===== src/rtl/pc_sequencer.sv =====
// Instruction-fetch PC sequencer: issues one memory request at a time, buffers one
// word under decode stall, and handles taken-branch redirects and the flush pulse.
module pc_sequencer #(
    parameter logic [31:0] RESET_PC = 32'h0000_0000
) (
    input  logic        clk,
    input  logic        rst,
    input  logic        stall,
    input  logic        redirect_valid,
    input  logic [31:0] redirect_pc,
    output logic        imem_req,
    output logic [31:0] imem_addr,
    input  logic        imem_ack,
    input  logic [31:0] imem_rdata,
    output logic        instr_valid,
    output logic [31:0] instr,
    output logic [31:0] instr_pc,
    output logic        flush
);

    typedef enum logic [1:0] {StIdle, StReq, StDrop} state_e;

    state_e      r_state, w_state_d;
    logic        r_imem_req;
    logic [31:0] r_pc, w_pc_d;
    logic [31:0] r_imem_addr, w_imem_addr_d;
    logic        r_instr_valid, w_instr_valid_d;
    logic [31:0] r_instr, w_instr_d;
    logic [31:0] r_instr_pc, w_instr_pc_d;
    logic        r_flush;
    logic        r_hold_valid, w_hold_valid_d;
    logic [31:0] r_hold_data, w_hold_data_d;
    logic [31:0] r_hold_pc, w_hold_pc_d;
    logic        w_keep;
    logic        w_free;

    always_comb begin
        w_state_d       = r_state;
        w_pc_d          = r_pc;
        w_imem_addr_d   = r_imem_addr;
        w_instr_valid_d = r_instr_valid;
        w_instr_d       = r_instr;
        w_instr_pc_d    = r_instr_pc;
        w_hold_valid_d  = r_hold_valid;
        w_hold_data_d   = r_hold_data;
        w_hold_pc_d     = r_hold_pc;
        w_free          = 1'b0;

        // A fetch completing in REQ is kept unless a redirect lands on the same edge.
        w_keep = (r_state == StReq) && imem_ack && !redirect_valid;

        if (redirect_valid) begin
            w_instr_valid_d = 1'b0;
            w_hold_valid_d  = 1'b0;
            w_pc_d          = {redirect_pc[31:2], 2'b00};
        end else if (w_keep) begin
            w_pc_d = r_imem_addr + 32'd4;
            if (!stall && !r_hold_valid) begin
                w_instr_valid_d = 1'b1;
                w_instr_d       = imem_rdata;
                w_instr_pc_d    = r_imem_addr;
            end else begin
                w_hold_valid_d = 1'b1;
                w_hold_data_d  = imem_rdata;
                w_hold_pc_d    = r_imem_addr;
            end
        end else if (!stall) begin
            if (r_hold_valid) begin
                w_instr_valid_d = 1'b1;
                w_instr_d       = r_hold_data;
                w_instr_pc_d    = r_hold_pc;
                w_hold_valid_d  = 1'b0;
            end else begin
                w_instr_valid_d = 1'b0;
            end
        end

        unique case (r_state)
            StIdle: w_free = 1'b1;
            StReq: begin
                w_free = imem_ack;
                if (!imem_ack && redirect_valid) begin
                    w_state_d = StDrop;
                end
            end
            StDrop:  w_free = imem_ack;
            default: w_free = 1'b1;
        endcase

        // The bus is free for a new request only once any outstanding handshake completes.
        if (w_free) begin
            if (!stall && !w_hold_valid_d) begin
                w_state_d     = StReq;
                w_imem_addr_d = w_pc_d;
            end else begin
                w_state_d = StIdle;
            end
        end
    end

    always_ff @(posedge clk or posedge rst) begin
        if (rst) begin
            r_state       <= StIdle;
            r_imem_req    <= 1'b0;
            r_pc          <= RESET_PC;
            r_imem_addr   <= RESET_PC;
            r_instr_valid <= 1'b0;
            r_instr       <= 32'd0;
            r_instr_pc    <= 32'd0;
            r_flush       <= 1'b0;
            r_hold_valid  <= 1'b0;
            r_hold_data   <= 32'd0;
            r_hold_pc     <= 32'd0;
        end else begin
            r_state       <= w_state_d;
            r_imem_req    <= (w_state_d != StIdle);
            r_pc          <= w_pc_d;
            r_imem_addr   <= w_imem_addr_d;
            r_instr_valid <= w_instr_valid_d;
            r_instr       <= w_instr_d;
            r_instr_pc    <= w_instr_pc_d;
            r_flush       <= redirect_valid;
            r_hold_valid  <= w_hold_valid_d;
            r_hold_data   <= w_hold_data_d;
            r_hold_pc     <= w_hold_pc_d;
        end
    end

    assign imem_req    = r_imem_req;
    assign imem_addr   = r_imem_addr;
    assign instr_valid = r_instr_valid;
    assign instr       = r_instr;
    assign instr_pc    = r_instr_pc;
    assign flush       = r_flush;

endmodule


===== config.mk =====
export PLATFORM = sky130hd
export DESIGN_NAME = pc_sequencer
export DESIGN_NICKNAME = d
export VERILOG_FILES = /design/src/rtl/pc_sequencer.sv
export SDC_FILE = /design/constraint.sdc
export NUM_CORES = 1
export LEC_CHECK = 0
export BUFFER_PORTS_ARGS = -buffer_cell sky130_fd_sc_hd__clkbuf_2
export CAP_MARGIN = 20
export CORE_ASPECT_RATIO = 0.5
export CORE_MARGIN = 2
export CORE_UTILIZATION = 55
export DETAILED_ROUTE_END_ITERATION = 10
export PLACE_DENSITY_LB_ADDON = 0.25
export SYNTH_ARGS = -nofsm -noshare
export SYNTH_HDL_FRONTEND = slang
export SYNTH_SLANG_ARGS = --single-unit

===== constraint.sdc =====
create_clock -name clk -period 10.6 [get_ports clk]
set_input_delay 3.18 -clock clk [delete_from_list [all_inputs] [get_ports clk]]
set_output_delay 3.18 -clock clk [all_outputs]
set_load 0.05 [all_outputs]

==> impl_metrics.csv <==
group,metric,value,unit
synthesis,instance_count_of_the_mapped_netlist,881,
final_layout,flow.area_growth_from_synthesis,16.4,%
setup_path,maximum_net_fanout_on_the_critical_path,54,
power,p_leak,5.17,nW
detailed_routing,vias,7280,
floorplanning,die_y,96.2,um
cts,cts.sinks,198,
final_layout,finish.utilization,66.0,%
power,power.density,277,nW/um^2
job,drv_cap,0,
setup_path,worstSetupEndpointType,"flop",
final_layout,share_of_cells_above_drive_strength_1,28.7,%
synthesis,most_instantiated_cells_after_synthesis,"198 x dfrtp_1, 107 x nand2_1, 85 x o21ai_0",
cts,postCtsHoldBufs,0,
cts,cts_tree,"yes",
sta,finalSetupViolCount,0,
final_layout,design.final.nets,1073,
sta,setup-tns-final,0,ns
synthesis,yosys-top-cells-area,"dfrtp_1 53%, mux2_2 8.7%, mux2i_1 6.8%, o21ai_0 4.5%, nand2_1 4.3%",
sta,finalMaxSlewViolations,0,
cts,clock_tree.buffer_depth,2,
synthesis,cell_area_after_synthesis,9360,sq um
global_route,grt_start_max_net_pins,122,
cts,ctsHtreeMaxLevel,4,
floorplanning,fp-row-count,33,
floorplanning,io-pin-count,168,
place,gp_routability_congestion,0.800,
synthesis,ys_seq_area_share,52.9,%
synthesis,mappedNetlistNets,952,
detailed_routing,wl_per_cell,18.1,um
sta,timing_worst_slew_pin_value,1.11,ns
synthesis,adder_cell_fraction_of_synth_area,0.267,%
detailed_routing,drc,0,
setup_path,worst-r2r-setup-slack,7.15,ns
synthesis,yosys-mux-area-fraction,15.5,%
detailed_routing,drt_pass1_iterations,5,
synthesis,synth-compound-area-share,13.0,%
setup_path,critical_path.startpoint_type,"input port",
cts,clkLatencyLatePin,0.44,ns
floorplanning,fp.coreArea,16500,sq um
global_route,globalRouteTotalUtil,25.3,%
final_layout,n_fill_cell,1370,
synthesis,synthFlopType,"dfrtp_1",
place,placed_cells_incl_taps,1208,
sta,post_route_setup_slack,4.79,ns
synthesis,synth_edf_count,0,
floorplanning,design.die.area,18100,sq um
synthesis,synth-xor-area-share,0.561,%
detailed_routing,route.final.wire_length,22500,um
global_route,grt_first_pass_wirelength,36100,um
final_layout,postLayoutCellArea,10900,sq um
sta,hold_ws,0.481,ns
global_route,antenna_violations_before_repair,0,
floorplanning,chipWidth,188,um
detailed_routing,vias_per_cell,5.86,
sta,final_clock_period_utilization_by_the_worst_path,54.8,%
synthesis,most_frequently_used_cell_type_in_the_post_synthesis_netlist,"dfrtp_1",
synthesis,synth_area_per_cell,10.6,sq um
global_route,grt_pass1_vias,7094,
outcome,status,"finished, final reports clean",
global_route,grt-ovfl-total,0,
setup_path,critPathArrivalTime,6.12,ns
final_layout,diodes,0,
place,place.detailed.hpwl,14500,um
synthesis,combinational_family_with_the_most_area_after_synthesis,"multiplexers",
floorplanning,floorplan.initialDensity,56.7,%
synthesis,yosys.area_share.simple,13.9,%
sta,fmax,0.172,GHz
place,dp_worst_setup_slack,4.00,ns
synthesis,ys_async_sr_fraction,100,%
synthesis,warnings_from_yosys,0,
final_layout,finish.cell_count_without_fillers,1242,
synthesis,synth_largest_type_area_fraction,52.9,%
synthesis,synth_top_cell_by_area,"dfrtp_1",
hold_path,worstHoldPathType,"flop to flop",
power,worst_ir_drop_vdd,0.164,mV
sta,finalClockSkew,0.0143,ns
detailed_routing,postRouteAntennaNets,0,
detailed_routing,dr.first_iter.drc_count,482,
synthesis,total_of_flip_flops_plus_latches_after_synthesis,198,
cts,cts_buffers,17,
power,total_power,3.01,mW
sta,grt_setup_unrepaired,"no",
place,placedInstanceArea,10200,sq um
setup_path,timing.setup.critical_path_class,"input port to flop",
cts,cts_clock_pin_slew_for_the_worst_setup_and_hold_paths,0.07,ns
sta,min_period,5.81,ns
synthesis,synth.lib_cells_used.distinct,61,
sta,maxSlewHeadroom,25.5,%
cts,clk_root_buffer_cell,"clkbuf_16",
sta,final_hold_viol_count,0,
place,portBuffers,165,
cts,cts_post_setup_buffers_inserted,0,
cts,cts_repair_resize_count,0,
setup_path,req_time_crit_path,10.92,ns
## registers in the layout, indices dropped and copies added, names as in the netlist
name,count
r_hold_valid,1
flush,1
instr_pc,32
r_state,2
r_pc,32
instr,32
imem_req,1
imem_addr,32
r_hold_data,32
instr_valid,1
r_hold_pc,32
## cell families after synthesis
| family | Yosys count |
|---|---|
| and+or+nand+nor | 260 |
| DFF | 198 |
| AOI/OAI and AO/OA | 195 |
| muxes | 136 |
| buffers and inverters | 84 |
| xor gates and xnor gates | 6 |
| adders and majority gates | 2 |
## per-layer routing
layer | vias up | track usage (%) | routed length (um)
met2 | 224 | 41.6 | 10500
met3 | 36 | 7.07 | 1600
met4 | 0 | 9.11 | 436
li1 | 3408 | - | -
met5 | - | 0 | 0
met1 | 3612 | 32.8 | 10000
## report_power, final
| group | leakage (nW) | total, mW | internal (mW) | switching (mW) |
|---|---|---|---|---|
| logic | 2.44 | 1.13 | 0.320 | 0.811 |
| clock network | 0.291 | 0.675 | 0.368 | 0.307 |
| registers | 2.44 | 1.21 | 1.01 | 0.193 |
## cell type report
| class | count | area (sq um) | area share (%) |
|---|---|---|---|
| repair buffers | 175 | 936 | 8.59 |
| clock inverters | 13 | 158 | 1.45 |
| well taps | 227 | 284 | 2.61 |
| flip-flops and latches | 198 | 4950 | 45.5 |
| inverters | 11 | 48.8 | 0.448 |
| multi-input cells | 599 | 4060 | 37.3 |
| clock buffers | 19 | 453 | 4.16 |
## critical path: stages
cell and delay [ns]:
clkbuf_2 0.08, buf_4 0.29, nand3b_1 0.57, buf_8 0.34, nor2_4 0.54, buf_4 0.64, mux2_2 0.41
## layout by cell type (no fill, tap or decap), types with 12 or more instances in the layout
| cell type | count |
|---|---|
| o21ai_0 | 85 |
| a21oi_1 | 24 |
| mux2_2 | 72 |
| nand3_1 | 22 |
| nor2_1 | 40 |
| and2_1 | 20 |
| dfrtp_1 | 198 |
| nand2_1 | 107 |
| clkbuf_2 | 165 |
| mux2i_1 | 64 |
| clkbuf_16 | 17 |
| nor3_1 | 12 |
| nand4_1 | 14 |
| a31oi_1 | 26 |
## path summary, 6_finish.rpt
path                                 from         endpoint  depth (start not counted)
hold reg to reg               instr_pc[7]      instr_pc[7]                          2
setup / recovery           redirect_valid    r_hold_pc[19]                          7
max in group asynchronous             rst     r_hold_pc[3]                          4
hold / removal                instr_pc[7]      instr_pc[7]                          2
setup reg to reg               r_state[1]    r_hold_pc[19]                          7
min in group asynchronous             rst  r_hold_data[13]                          2
(Power assumes the default switching activity.)
